## config.mk

```make
export PLATFORM = sky130hd
export DESIGN_NAME = packet_add_arbiter
export DESIGN_NICKNAME = d
export VERILOG_FILES = /design/src/rtl/packet_add_pkg.sv /design/src/rtl/rr_picker.sv /design/src/rtl/packet_add_arbiter.sv
export SDC_FILE = /design/constraint.sdc
export NUM_CORES = 1
export LEC_CHECK = 0
export ABC_AREA = 1
export BUFFER_PORTS_ARGS = -buffer_cell sky130_fd_sc_hd__buf_4
export CAP_MARGIN = 0
export CORE_MARGIN = 1
export CORE_UTILIZATION = 34
export DETAILED_ROUTE_END_ITERATION = 12
export GPL_TIMING_DRIVEN = 0
export PLACE_DENSITY = 0.65
export SYNTH_ARGS = -nofsm -noshare
export SYNTH_HDL_FRONTEND = slang
export SYNTH_SLANG_ARGS = --single-unit
```

## constraint.sdc

```tcl
create_clock -name clk -period 7.7 [get_ports clk]
set_clock_uncertainty 0.05 [all_clocks]
set_input_delay 0.385 -clock clk [delete_from_list [all_inputs] [get_ports clk]]
set_output_delay 0.385 -clock clk [all_outputs]
set_load 0.01 [all_outputs]
```

## src/rtl/packet_add_pkg.sv

```systemverilog
// Shared types for the packet_add datapath and its upstream job arbiter.
package packet_add_pkg;

  localparam int PKT_DW = 8;

  typedef struct packed {
    logic [PKT_DW-1:0] k;
    logic [PKT_DW-1:0] len;
  } cfg_t;

  typedef enum logic {
    IDLE = 1'b0,
    XFER = 1'b1
  } arb_state_t;

  // Advance a requester index by one, wrapping back to zero after n-1.
  function automatic int wrapInc(input int idx, input int n);
    return (idx + 1 >= n) ? 0 : idx + 1;
  endfunction

endpackage

```

## src/rtl/rr_picker.sv

```systemverilog
// Combinational round-robin picker: first asserted request at or above ptr,
// wrapping modulo N.
module rr_picker #(
  parameter  int N  = 4,
  localparam int IW = $clog2(N)
) (
  input  logic [N-1:0]  req,
  input  logic [IW-1:0] ptr,
  output logic [IW-1:0] gnt_idx,
  output logic          any
);

  // Walk every position once starting from ptr and keep the first hit.
  always_comb begin
    int cand;
    logic [IW-1:0] candIdx;
    cand    = 0;
    candIdx = '0;
    gnt_idx = '0;
    any     = 1'b0;
    for (int i = 0; i < N; i++) begin
      cand = int'(ptr) + i;
      if (cand >= N) begin
        cand = cand - N;
      end
      candIdx = IW'(cand);
      if (!any && req[candIdx]) begin
        any     = 1'b1;
        gnt_idx = candIdx;
      end
    end
  end

endmodule

```

## src/rtl/packet_add_arbiter.sv

```systemverilog
// Round-robin job arbiter in front of packet_add_top: grants one requester
// for a whole job of k packets and holds its {k,len} config steady meanwhile.
module packet_add_arbiter
  import packet_add_pkg::*;
#(
  parameter  int DW = PKT_DW,
  parameter  int N  = 4,
  localparam int IW = $clog2(N)
) (
  input  logic              clk,
  input  logic              rst,
  input  logic [N*DW-1:0]   s_tdata,
  input  logic [N-1:0]      s_tvalid,
  input  logic [N-1:0]      s_tlast,
  output logic [N-1:0]      s_tready,
  input  logic [N*2*DW-1:0] cfg_in,
  output logic [DW-1:0]     m_tdata,
  output logic              m_tvalid,
  output logic              m_tlast,
  input  logic              m_tready,
  output logic [2*DW-1:0]   config_packet,
  output logic [IW-1:0]     m_tid,
  output logic              busy,
  output logic              len_err
);

  arb_state_t      state_q, state_d;
  logic [IW-1:0]   ptr_q, ptr_d;
  logic [IW-1:0]   tid_q, tid_d;
  logic [2*DW-1:0] cfg_q, cfg_d;
  logic [DW-1:0]   pktRem_q, pktRem_d;
  logic [DW-1:0]   beat_q, beat_d;
  logic            lenErr_q, lenErr_d;

  logic [IW-1:0]   pickIdx;
  logic            pickAny;
  logic [2*DW-1:0] pickCfg;
  logic [DW-1:0]   pickK;
  logic [DW-1:0]   curLen;
  logic [DW:0]     beatPlusOne;
  logic            beatFire;

  rr_picker #(
    .N(N)
  ) uPicker (
    .req    (s_tvalid),
    .ptr    (ptr_q),
    .gnt_idx(pickIdx),
    .any    (pickAny)
  );

  // Select the config of the requester the picker would grant this cycle.
  always_comb begin
    pickCfg = '0;
    for (int i = 0; i < N; i++) begin
      if (pickIdx == IW'(i)) begin
        pickCfg = cfg_in[i*2*DW +: 2*DW];
      end
    end
  end

  assign pickK       = pickCfg[2*DW-1:DW];
  assign curLen      = cfg_q[DW-1:0];
  assign beatPlusOne = {1'b0, beat_q} + {{DW{1'b0}}, 1'b1};
  assign beatFire    = m_tvalid & m_tready;

  // Pass the granted stream through; everything stays quiet outside a job.
  always_comb begin
    m_tdata  = '0;
    m_tvalid = 1'b0;
    m_tlast  = 1'b0;
    s_tready = '0;
    if (state_q == XFER) begin
      for (int i = 0; i < N; i++) begin
        if (tid_q == IW'(i)) begin
          m_tdata     = s_tdata[i*DW +: DW];
          m_tvalid    = s_tvalid[i];
          m_tlast     = s_tlast[i];
          s_tready[i] = m_tready;
        end
      end
    end
  end

  // Next-state logic: grant in IDLE, count beats and packets in XFER.
  always_comb begin
    state_d  = state_q;
    ptr_d    = ptr_q;
    tid_d    = tid_q;
    cfg_d    = cfg_q;
    pktRem_d = pktRem_q;
    beat_d   = beat_q;
    lenErr_d = 1'b0;
    case (state_q)
      IDLE: begin
        if (pickAny) begin
          state_d  = XFER;
          tid_d    = pickIdx;
          cfg_d    = pickCfg;
          pktRem_d = (pickK == '0) ? DW'(1) : pickK;
          beat_d   = '0;
          ptr_d    = IW'(wrapInc(int'(pickIdx), N));
        end
      end
      XFER: begin
        if (beatFire) begin
          if (curLen != '0) begin
            if (m_tlast) begin
              lenErr_d = (beatPlusOne != {1'b0, curLen});
            end else begin
              lenErr_d = (beatPlusOne == {1'b0, curLen});
            end
          end
          if (m_tlast) begin
            beat_d   = '0;
            pktRem_d = pktRem_q - DW'(1);
            if (pktRem_q == DW'(1)) begin
              state_d = IDLE;
            end
          end else begin
            beat_d = beatPlusOne[DW-1:0];
          end
        end
      end
      default: begin
        state_d = IDLE;
      end
    endcase
  end

  // State and job registers; reset aborts any job in flight.
  always_ff @(posedge clk or negedge rst) begin
    if (!rst) begin
      state_q  <= IDLE;
      ptr_q    <= '0;
      tid_q    <= '0;
      cfg_q    <= '0;
      pktRem_q <= '0;
      beat_q   <= '0;
      lenErr_q <= 1'b0;
    end else begin
      state_q  <= state_d;
      ptr_q    <= ptr_d;
      tid_q    <= tid_d;
      cfg_q    <= cfg_d;
      pktRem_q <= pktRem_d;
      beat_q   <= beat_d;
      lenErr_q <= lenErr_d;
    end
  end

  assign config_packet = cfg_q;
  assign m_tid         = tid_q;
  assign busy          = (state_q == XFER);
  assign len_err       = lenErr_q;

endmodule

```

==> reports/results.ini <==
[layout]
drive_gt1_frac = 0.298
final_cell_mix = 154 x nand2_1, 142 x buf_4, 49 x nor2_1
fillCellCount = 934
fin_nets = 754
diodes = 0
mostFrequentLayoutCell = nand2_1
syn_to_final_growth_pct = 41.6

[global_route]
grt.total_usage = 0.217
grt_pass1_vias = 3498
grt_antenna_before_repair = 0
overflow = 0
grt_max_degree = 39
grt_pass1_wl_mm = 17.2

[critical_path]
path_class = register to register
path_buf_inv = 4
crit_chain = buf_6 -> inv_4 -> nand2_1 -> nand2_1 -> nor2_1 -> nor2_2 -> nor2_1 -> nor2_2 -> xor2_2 -> nand2_1 -> ha_1 -> clkbuf_2 -> buf_2 -> a21oi_1 -> nand2_1 -> a21boi_0 -> nand2_1 -> nor2_1 -> nand2_1 -> nand2_1 -> nand3_1 -> nand2_1
cp-start-kind = register
critPathCaptureType = register
worst-path-max-fanout = 10
slowest_delay_ns = 0.38
critical_path_required_ns = 7.89
cp_top_family = simple AND/OR/NAND/NOR gates
worstPathArrival_ns = 3.42
slowest_stage = dfrtp_1
cp_common_cell = nand2_1

[clock_tree]
cts_sinks = 38
postCtsSetupBuffers = 0
postCtsResizedCells = 0
insertion_delay_ns = 0.30
cts_buffer_depth = 2
root_buffer = clkbuf_8
numCtsBuffers = 5
clkTransAtPathRegs_ns = 0.09
cts_tree = built
hold_buffers = 0
htreeDepth = 2

[timing]
maxSlewViolCount = 0
setup_violations = 0
whs_ns = -0.0129
max_freq_mhz = 310
fin_crit_sh = 0.420
finalHoldViolCount = 7
tns_ns = 0
slew_headroom = 0.578
min_period_ns = 3.23
rsz0062_at_grt = no
timing.final.ws_setup_ns = 4.47
worst_pin_slew_ns = 0.633

[pwr]
p_switching_mw = 1.28
p_sw_frac = 0.546
internal-power_mw = 1.07
pwr-share-seq = 0.153
p_leak_nw = 2.32
combPwrFrac = 0.759
pwr-share-clk = 0.089
vdd_drop_max_mv = 0.273
cellPowerDensity_nw_per_um2 = 512

[hold_path]
holdCritPathClass = input pin to asynchronous set/reset pin

[status]
violations = negative hold slack
status = finished, violations left

[floorplan]
core_um2 = 9240
die_w_um = 99.7
die_area_um2 = 9930
rows = 35
start_util = 0.351
die_h_um = 99.7
ios = 141

[routing]
drtIter0Drc = 192
drc_errors = 0
routedWlPerCell_um = 13.9
detail_route.vias_per_cell = 4.94
antenna_left = 0
drt-total-wl_mm = 10.7
via_count = 3801
dr.pass1.iters = 4

[logic_synthesis]
syn_nets = 607
synth_area_leaders = dfrtp_1 29%, nand2_1 18%, nor2_1 5.7%
synth-seq-cells = 38
netlist_area_um2 = 3240
avgSynthCellArea_um2 = 6.58
yosysTopAreaCellShare = 0.293
synth_cell_type_count = 43
yosysSeqAreaShare = 0.293
yosysWarnings = 0
netlist_instances = 493
synth_top_area_cell = dfrtp_1

[placement]
portBuffers = 140
place_congestion = 0.857
place_ws_ns = 4.45
dp_hpwl_mm = 8.75

[flow_run]
cap_violations = 0

[state kept, by name, summed over array words and instances (netlist names)]
register	flops
beat_q	8
busy	1
config_packet	16
len_err	1
m_tid	2
pktRem_q	8
ptr_q	2
[synth_stat cells]
cell	instances
a22oi_1	8
clkinv_1	1
nand2_2	5
o31ai_1	1
o211ai_2	4
o21ai_0	30
nor3_1	4
buf_6	5
nor2_1	49
a31o_2	1
a21oi_4	1
buf_4	2
xor2_2	1
nor2_2	2
inv_4	1
o211ai_1	16
a21oi_1	14
a21boi_0	5
nand3b_1	2
clkbuf_2	1
inv_2	5
and2_1	1
o221ai_1	3
a21boi_1	1
clkbuf_1	4
nor2_4	3
nand3_4	1
xor2_1	4
nand2_1	154
nand3_1	30
buf_2	6
a21oi_2	1
o22ai_2	1
xnor2_1	1
ha_1	7
nand4_1	9
buf_1	2
o21ai_2	1
inv_1	43
o21ai_1	23
nand3_2	1
nand2_4	1
dfrtp_1	38
[area by class of cell]
class	count	area (µm²)	share of cell area
inverter	50	190	0.0414
clock buffer	5	68.8	0.0150
multi-input combinational	385	1970	0.430
buffer	20	129	0.0281
timing repair buffer	140	1050	0.229
clock inverter	3	68.8	0.0150
tap	129	161	0.0351
sequential	38	951	0.207
[power groups by stage]
stage / clock [mW] / combinational (mW) / sequential (mW)
5_1_grt: 0.220 / 1.99 / 0.371
3_3_place_gp: 0 / 1.75 / 0.360
6_report: 0.208 / 1.78 / 0.360
3_5_place_dp: 0 / 1.77 / 0.361
4_1_cts: 0.210 / 1.78 / 0.359
2_1_floorplan: 0 / 1.19 / 0.363
[logic make-up (layout without fill, tap and decap cells)]
logic type | Yosys count | in the layout | synth area share
DFF | 38 | 38 | 0.293
and+or+nand+nor | 262 | 262 | 0.347
xor gates and xnor gates | 6 | 6 | 0.0185
AOI/OAI and AO/OA | 110 | 110 | 0.216
buffers and inverters | 70 | 218 | 0.0984
adders and majority gates | 7 | 7 | 0.0270
[worst paths after layout]
check | startpoint | to | slack [ns] | depth (start not counted)
max | ptr_q[0] | pktRem_q[0] | 4.47 | 22
min | rst | beat_q[4] | -0.01 | 1
max reg2reg | ptr_q[0] | pktRem_q[0] | 4.47 | 22
min reg2reg | config_packet[9] | config_packet[9] | 0.44 | 2
max in group asynchronous | rst | pktRem_q[6] | 7.24 | 1
min in group clk | cfg_in[54] | config_packet[6] | 0.28 | 3
[per-layer routing]
metal / up-vias / global-route usage / share of wire
li1: 1916 / - / -
met1: 1765 / 0.303 / 0.46
met2: 109 / 0.367 / 0.49
met3: 11 / 0.0232 / 0.040
met4: 0 / 0.0339 / 0.0093
met5: - / 0 / 0
[metrics by stage]
stage	hold slack, ns	std cells	util	cell area (µm²)	power (mW)
final	-0.0129	770	0.497	4590	2.35
after global routing	0.0223	770	0.497	4590	2.58
after detailed placement	0.342	762	0.482	4460	2.13
after global placement	0.340	762	0.482	4460	2.11
after floorplan	0.0394	493	-	3240	1.56
after CTS	0.0199	770	0.497	4590	2.35
Note: power is estimated with default switching activity, not from simulation.
